$ cat src/rtl/pc_pkg.sv
// Shared defaults and helpers for the multi-thread fetch program counter.
// Optional build macro: PC_MISALIGN_TRAP_EN (see pc_multithread).
package pc_pkg;
    localparam int          XLEN_DEF         = 32;
    localparam int          NUM_THREADS_DEF  = 4;
    localparam logic [31:0] RESET_VECTOR_DEF = 32'h0000_0000;
    localparam int          INC_DEF          = 4;

    function automatic int tid_width(input int n);
        return (n > 1) ? $clog2(n) : 1;
    endfunction

    localparam int TIDW_DEF = tid_width(NUM_THREADS_DEF);
    typedef logic [TIDW_DEF-1:0] tid_t;

    // Number of low PC bits that must be zero for an aligned fetch address.
    localparam int INC_LSB = $clog2(INC_DEF);
endpackage

$ cat src/rtl/pc_rr_select.sv
// Round-robin pick: first set bit of mask at or after ptr, wrapping past the top thread.
module pc_rr_select #(
    parameter int NUM_THREADS = 4,
    parameter int TIDW        = 2
) (
    input  logic [NUM_THREADS-1:0] mask,
    input  logic [TIDW-1:0]        ptr,
    output logic [TIDW-1:0]        sel,
    output logic                   any
);
    logic [2*NUM_THREADS-1:0] rotated;
    int                       offset;
    int                       pick;

    // Doubling the mask turns the wrap-around scan into a plain low-to-high search.
    assign rotated = {mask, mask} >> ptr;

    always_comb begin
        offset = 0;
        pick   = 0;
        any    = |mask;
        for (int i = NUM_THREADS - 1; i >= 0; i--) begin
            if (rotated[i]) offset = i;
        end
        pick = int'(ptr) + offset;
        if (pick >= NUM_THREADS) pick = pick - NUM_THREADS;
        sel = TIDW'(pick);
    end
endmodule

$ cat src/rtl/pc_multithread.sv
// Per-thread program counters with round-robin fetch presentation and redirect.
// Define PC_MISALIGN_TRAP_EN to reject misaligned redirects and pulse misalign_err.
module pc_multithread
    import pc_pkg::*;
#(
    parameter int               XLEN         = XLEN_DEF,
    parameter int               NUM_THREADS  = NUM_THREADS_DEF,
    parameter logic [XLEN-1:0]  RESET_VECTOR = XLEN'(RESET_VECTOR_DEF),
    parameter int               INC          = INC_DEF,
    localparam int              TIDW         = tid_width(NUM_THREADS)
) (
    input  logic                   Clk,
    input  logic                   Reset,
    input  logic                   PCWrite,
    input  logic [NUM_THREADS-1:0] thread_en,
    output logic                   fetch_valid,
    input  logic                   fetch_ready,
    output logic [TIDW-1:0]        fetch_tid,
    output logic [XLEN-1:0]        fetch_pc,
    input  logic                   redirect_valid,
    input  logic [TIDW-1:0]        redirect_tid,
    input  logic [XLEN-1:0]        redirect_pc,
    output logic                   misalign_err
);
    localparam logic [XLEN-1:0] ALIGN_MASK = XLEN'(INC - 1);

    logic [XLEN-1:0] pc [NUM_THREADS];
    logic [TIDW-1:0] ptr;
    logic [TIDW-1:0] ptr_next;
    logic [TIDW-1:0] sel;
    logic            any;
    logic            fire;
    logic            redir_hit;
    logic            misaligned;
    logic            redir_apply;
    logic [XLEN-1:0] redir_value;

    pc_rr_select #(
        .NUM_THREADS (NUM_THREADS),
        .TIDW        (TIDW)
    ) u_rr_select (
        .mask (thread_en),
        .ptr  (ptr),
        .sel  (sel),
        .any  (any)
    );

    assign fetch_valid = PCWrite & any & ~Reset;
    assign fire        = fetch_valid & fetch_ready;
    assign fetch_tid   = sel;
    assign fetch_pc    = pc[sel];

    assign redir_hit   = redirect_valid && (int'(redirect_tid) < NUM_THREADS);
    assign misaligned  = |(redirect_pc & ALIGN_MASK);
    assign redir_value = redirect_pc & ~ALIGN_MASK;
    assign ptr_next    = (sel == TIDW'(NUM_THREADS - 1)) ? '0 : sel + 1'b1;

`ifdef PC_MISALIGN_TRAP_EN
    logic err_q;

    assign redir_apply  = redir_hit & ~misaligned;
    assign misalign_err = err_q;

    always_ff @(posedge Clk) begin
        if (Reset) err_q <= 1'b0;
        else       err_q <= redir_hit & misaligned;
    end
`else
    assign redir_apply  = redir_hit;
    assign misalign_err = 1'b0;
`endif

    // A redirect to the thread being fired overrides that thread's increment.
    always_ff @(posedge Clk) begin
        if (Reset) begin
            for (int t = 0; t < NUM_THREADS; t++) pc[t] <= RESET_VECTOR;
            ptr <= '0;
        end else begin
            for (int t = 0; t < NUM_THREADS; t++) begin
                if (redir_apply && int'(redirect_tid) == t)
                    pc[t] <= redir_value;
                else if (fire && int'(sel) == t)
                    pc[t] <= pc[t] + XLEN'(INC);
            end
            if (fire) ptr <= ptr_next;
        end
    end
endmodule
$ cat config.mk
export PLATFORM = sky130hd
export DESIGN_NAME = pc_multithread
export DESIGN_NICKNAME = d
export VERILOG_FILES = /design/src/rtl/pc_pkg.sv /design/src/rtl/pc_rr_select.sv /design/src/rtl/pc_multithread.sv
export SDC_FILE = /design/constraint.sdc
export NUM_CORES = 1
export LEC_CHECK = 0
export ABC_CLOCK_PERIOD_IN_PS = 10100
export CORE_MARGIN = 3
export CORE_UTILIZATION = 40
export DETAILED_ROUTE_END_ITERATION = 16
export PLACE_DENSITY = 0.65
export SLEW_MARGIN = 30
export SYNTH_ARGS = -nofsm -noshare
export SYNTH_HDL_FRONTEND = slang
export SYNTH_SLANG_ARGS = --single-unit
$ cat constraint.sdc
create_clock -name Clk -period 10.1 [get_ports Clk]
set_input_delay 1.01 -clock Clk [delete_from_list [all_inputs] [get_ports Clk]]
set_output_delay 1.01 -clock Clk [all_outputs]
set_load 0.02 [all_outputs]
; Word level (Yosys, flattened, before mapping)
; Memory sizes are Yosys's and may differ from the RTL's.
; Cells that the tools add are included.
[op_classes]
mux = 44
shift = 1
order_cmp = 1
eq_ne = 7
bitwise_logic = 12
reduce_logical = 11
addsub = 7
div = 0
mul = 0
[op_table]
columns = cell, n
row1 = 32-bit two-way mux, 8
row2 = 32-bit by 3-bit adder with 32-bit output (second input constant), 4
row3 = 1-bit two-way mux, 30
row4 = 2-bit two-way mux, 6
row5 = 2-bit equality test (second input constant), 5
row6 = 1-bit logical AND, 8
row7 = 1-bit bitwise OR, 8
row8 = 8-bit by 2-bit >> shifter with 4-bit output, 1
row9 = 2-bit by 1-bit equality test with 1-bit output (second input constant), 2
row10 = 2-bit zero test, 2
row11 = 4-bit OR reduction, 1
row12 = 2-bit by 2-bit adder with 3-bit output, 1
row13 = 1-bit bitwise AND, 3
row14 = 3-bit >= comparator (second input constant), 1
row15 = 2-bit by 1-bit adder with 2-bit output (second input constant), 1
row16 = 2-bit by 1-bit subtractor with 2-bit output (second input constant), 1
row17 = 1-bit NOT, 1
[word_totals]
input_bits = 43
memories = 1
latch_bits = 0
mem_bits_ro = 0
ramBits = 128
regBits = 2
out_inout_bits = 36
[mem_list]
columns = name, depth, width, rd, rd_ports_with_merged_regs, write_ports, line
row1 = pc, 4, 32, 5, 0, 4, pc_multithread.sv:27  ; logic [XLEN-1:0] pc [NUM_THREADS];

; Depth between registers and ports, before layout
[logic_depth]
word_depth = 15
depth_mapped = 14

; Modules after synthesis
; From an unflattened synthesis, not the netlist that was laid out.
[unflattened]
hier_cells = 836
area_unflattened_um2 = 8257.9
[modules_own_cells]
columns = module, area_per_inst_um2, cells_each, n_inst, seq_area_each_um2
row1 = pc_multithread, 8079.0, 809, 1, 3643.5
row2 = pc_rr_select, 178.9, 27, 1, 0.0

; Least setup slack after synthesis
; Ideal clock, no wire load.
[synth_timing]
path_type = input to register
start = input port thread_en[0]
end = memory pc[0][10] (netlist bit), enable pin
path_slack_ns = 4.650
path_buffers = 2
cell_stages = 10
arrival_time_ns = 4.991
setup_time_ns = 0.459
path_cell_list = clkbuf_1 -> nor2_1 -> a221oi_1 -> o21ai_0 -> ha_1 -> xor2_1 -> nor3_2 -> clkbuf_1 -> nor2_1 -> o21ai_0
[synth_lines]
columns = element, line
row1 = "start, declared", pc_multithread.sv:15  ; input logic [NUM_THREADS-1:0] thread_en,
row2 = "end, declared", pc_multithread.sv:27

; Worst setup path in the final report
[layout_timing]
start = input port thread_en[0]
end = output port fetch_pc[31]
[layout_between]
elab_chain_len = 9
elab_cells_between_ends = 10
classes_between = add/sub: 2 / order compare: 1 / shift: 1 / mux: 5 / memory: 1
[layout_lines]
columns = element, line
row1 = 8-bit by 2-bit >> shifter with 4-bit output (*), pc_rr_select.sv:16  ; assign rotated = {mask, mask} >> ptr;
row2 = 2-bit two-way mux (3 in series), pc_rr_select.sv:23  ; if (rotated[i]) offset = i;
row3 = 2-bit two-way mux (*), pc_rr_select.sv:23
row4 = 2-bit by 2-bit adder with 3-bit output (*), pc_rr_select.sv:25  ; pick = int'(ptr) + offset;
row5 = 3-bit >= comparator / 2-bit by 1-bit subtractor with 2-bit output (equally long branches), pc_rr_select.sv:26  ; if (pick >= NUM_THREADS) pick = pick - NUM_THREADS;
row6 = 2-bit two-way mux (*), pc_rr_select.sv:26
row7 = memory read 4 x 32 bit (*), n/a
row8 = "end, declared", pc_multithread.sv:19  ; output logic [XLEN-1:0] fetch_pc,
; Mark *: on every way between the ends. The rest lies on a longest branch, timed or not.

==> results.md <==
* Io pins at 79
* WL per Instance at 21.40 um
* Area of the multi-input gates at 4558 um2
* Sequential Area at 3643 um2
* Synthesized area at 8467 um2
* Final setup viols at 0
* Post_cts resized at 0
* Worst-skew pair later-pin latency at 0.43 ns
* Max layer used: met4
* Async SR Flop Fraction at 0%
* Gr usage total at 24.62%
* CP top delay family: buffers and inverters
* Maximum fanout along the worst path at 30
* Status: complete, no violations
* Worst slew margin at 38.60%
* RSZ-0062 raised after global routing: no
* Initial Util at 41.31%
* Total gr overflow at 0
* Highest-count cells in the layout ignoring fill and taps: nand2_1, edfxtp_1, o21ai_0
* Worst Hold Endpoint: pc[0][31]
* Final ANT Viol Nets at 0
* Final WS setup at 3.996 ns
* Register area share after synthesis at 43.03%
* Crit path largest cell delay at 0.72 ns
* Fin crit period at 6.104 ns
* Hold path cells at 2
* Final TNS setup at 0 ns
* Fillcell total at 1941
* HPWL after detailed placement at 18.49 mm
* R2R depth at 12
* H-tree levels at 4
* Clk sink count at 122
* Die area at 22950 um2
* Met3 routed WL at 1.977 mm
* DP Cell Count at 1264
* Vias at 7841
* Metal2 WL at 12.69 mm
* Maximum clock rate at 163.8 MHz
* Dominant synthesized flop cell: edfxtp_1
* Initial antenna violation count at 0
* Placed instance area at 9465 um2
* Largest net degree at the start of global routing at 36
* Post-CTS setup buffers at 0
* Mapped Cells at 966
* Min-delay src: pc[0][31]
* Drt initial violations at 963
* Reg power frac at 37.6%
* CP bufs+invs at 4
* Crit share post-route at 60.44%
* Max IR drop VDD at 0.1434 mV
* Ant. Diodes at 0
* Crit path cell chain: clkdlybuf4s50_1 > nor2_1 > a221oi_1 > o21ai_0 > ha_1 > inv_1 > nor2_1 > nand3_1 > buf_4 > a21oi_1 > a311oi_1 > clkdlybuf4s50_1
* Chip Width at 151.5 um
* Pre-CTS WS at 4.079 ns
* Clk pwr share at 34.9%
* DRC viols at 0
* Worst Clk Skew at 0.01039 ns
* CTS tree: yes
* Share of cells above drive strength 1 at 8.967%
* Final Non-Filler Cells at 1296
* CTS clk-pin slew, worst paths at 0.06 ns
* Yosys cell types at 49
* Hold Crit Class: reg2reg
* Power Density at 171.5 nW/um2
* Port Buffers at 73
* Total CTS buffers at 17
* Critical path type: in2out
* Crit-path slowest cell: clkdlybuf4s50_1
* P_sw at 0.5565 mW
* CORE AREA at 20490 um2
* Sw Share at 32.28%
* Crit path DAT at 5.09 ns
* Clock buffer depth at 2
* DR pass1 iterations at 5
* Routed met1 length at 12.27 mm
* Final slew viol count at 0
* Commonest non-fill, non-tap cell in the layout: nand2_1
* Cell Rows at 52
* Logic pwr share at 27.5%
* WP data required at 9.09 ns
* Layout area overhead at 18.77%
* First-pass GRT wire length at 42.95 mm
* CTS root buffer: clkbuf_16
* Reg2reg end: pc[3][4]
* Final hold slack at 0.6624 ns
* Hold bufs inserted after CTS at 0
* Worst R2R Setup Slack at 6.18 ns
* Nets at 1063
* Post-Route WL at 27.74 mm
* Mean Syn Cell Area at 8.765 um2
* YS warnings at 0
* Placer congestion estimate at 0.8797
* Reg-to-reg startpoint: ptr[0]
* Worst-Margin Slew at 0.9188 ns
* Max Cap Viol at 0
* Vias in the first global route at 7434
* Number of enable flip-flop cells after synthesis at 120
* Leak Pwr at 3.178 nW
* Synthesized flop and latch total at 122
* Worst setup EP type: output pin
* Fin. Hold Viols at 0
* Vias/cell at 6.050
* Crit path launch type: primary input
* Power Internal at 1.168 mW
* Die H at 151.5 um
* Fin area at 10060 um2
worst max-delay path by stage:
| stage | startpoint | end | slack [ns] | cells past startpoint |
|---|---|---|---|---|
| 2_1_floorplan | thread_en[0] | pc[0][10] | 4.65 | 10 |
| 3_3_place_gp | thread_en[0] | fetch_pc[31] | 4.10 | 12 |
| 3_5_place_dp | thread_en[0] | fetch_pc[31] | 4.08 | 12 |
| 4_1_cts | thread_en[0] | fetch_pc[31] | 4.05 | 12 |
| 5_1_grt | thread_en[0] | fetch_pc[20] | 3.80 | 12 |
| 6_report | thread_en[0] | fetch_pc[31] | 4.00 | 12 |
sequential cells by signal (all words and copies together) (netlist names):
register	cells
ptr	2
pc	120
worst register-to-register path, delay by kind of cell, from the launching register on:
| kind | cells | cell delay [ns] |
|---|---|---|
| adders and majority gates | 2 | 0.47 |
| DFF | 1 | 0.52 |
| buffers and inverters | 2 | 0.82 |
| AOI/OAI and AO/OA | 2 | 0.41 |
| and+or+nand+nor | 5 | 1.22 |
| xor gates and xnor gates | 1 | 0.21 |
metal layers:
layer | track usage (%) | up-vias
met5 | 0 | -
met4 | 9.164 | 0
met3 | 3.807 | 51
met2 | 37.54 | 362
met1 | 35.45 | 3807
li1 | - | 3621
synthesized netlist by cell type (all sizes together), types with 4 or more instances:
master	number	area, um2
xnor2	38	332.8
o21ai	156	885.9
ha	6	75.07
and3	15	93.84
nor2	44	165.2
xor2	76	665.6
inv	16	60.06
nand2	163	611.8
a311oi	30	262.8
nand2b	5	31.28
buf	10	75.06
and2	6	37.54
nand3	80	400.4
nand4	31	193.9
a21oi	63	326.6
nor2b	4	25.02
and4	10	87.58
nor3	12	65.06
nor4	5	31.28
clkbuf	55	209.0
edfxtp	120	3603
kinds of logic (layout without fill, tap and decap cells):
family          Yosys count  in the layout  share of synthesized area (%)
compound gates          259            259                          18.77
simple gates            382            382                          21.29
xor+xnor                114            114                          11.79
fa+ha+maj                 6              6                         0.8866
flops                   122            122                          43.03
other cells               1              3                        0.04429
buf+inv                  81            139                          4.064
mux                       1              1                         0.1182
area by class of cell:
| cell class | count | area share, % |
|---|---|---|
| Sequential cell | 122 | 36.23 |
| Clock buffer | 18 | 4.268 |
| Multi-Input combinational cell | 765 | 45.33 |
| Clock inverter | 13 | 1.331 |
| Inverter | 16 | 0.5972 |
| Tap cell | 270 | 3.359 |
| Timing Repair Buffer | 92 | 8.884 |
per-stage QoR:
step | total power, mW | util, %
2_1_floorplan | 0.9045 | -
3_3_place_gp | 1.122 | 46.12
3_5_place_dp | 1.126 | 46.18
4_1_cts | 1.724 | 48.93
5_1_grt | 1.786 | 49.07
6_report | 1.724 | 49.07
power by group through the flow:
stage	logic, mW	registers [mW]	clock network [mW]
final	0.474	0.648	0.602
after global routing	0.504	0.654	0.628
after CTS	0.474	0.646	0.603
after detailed placement	0.471	0.655	0
after global placement	0.468	0.654	0
after floorplan	0.263	0.641	0
(Power assumes the default switching activity.)
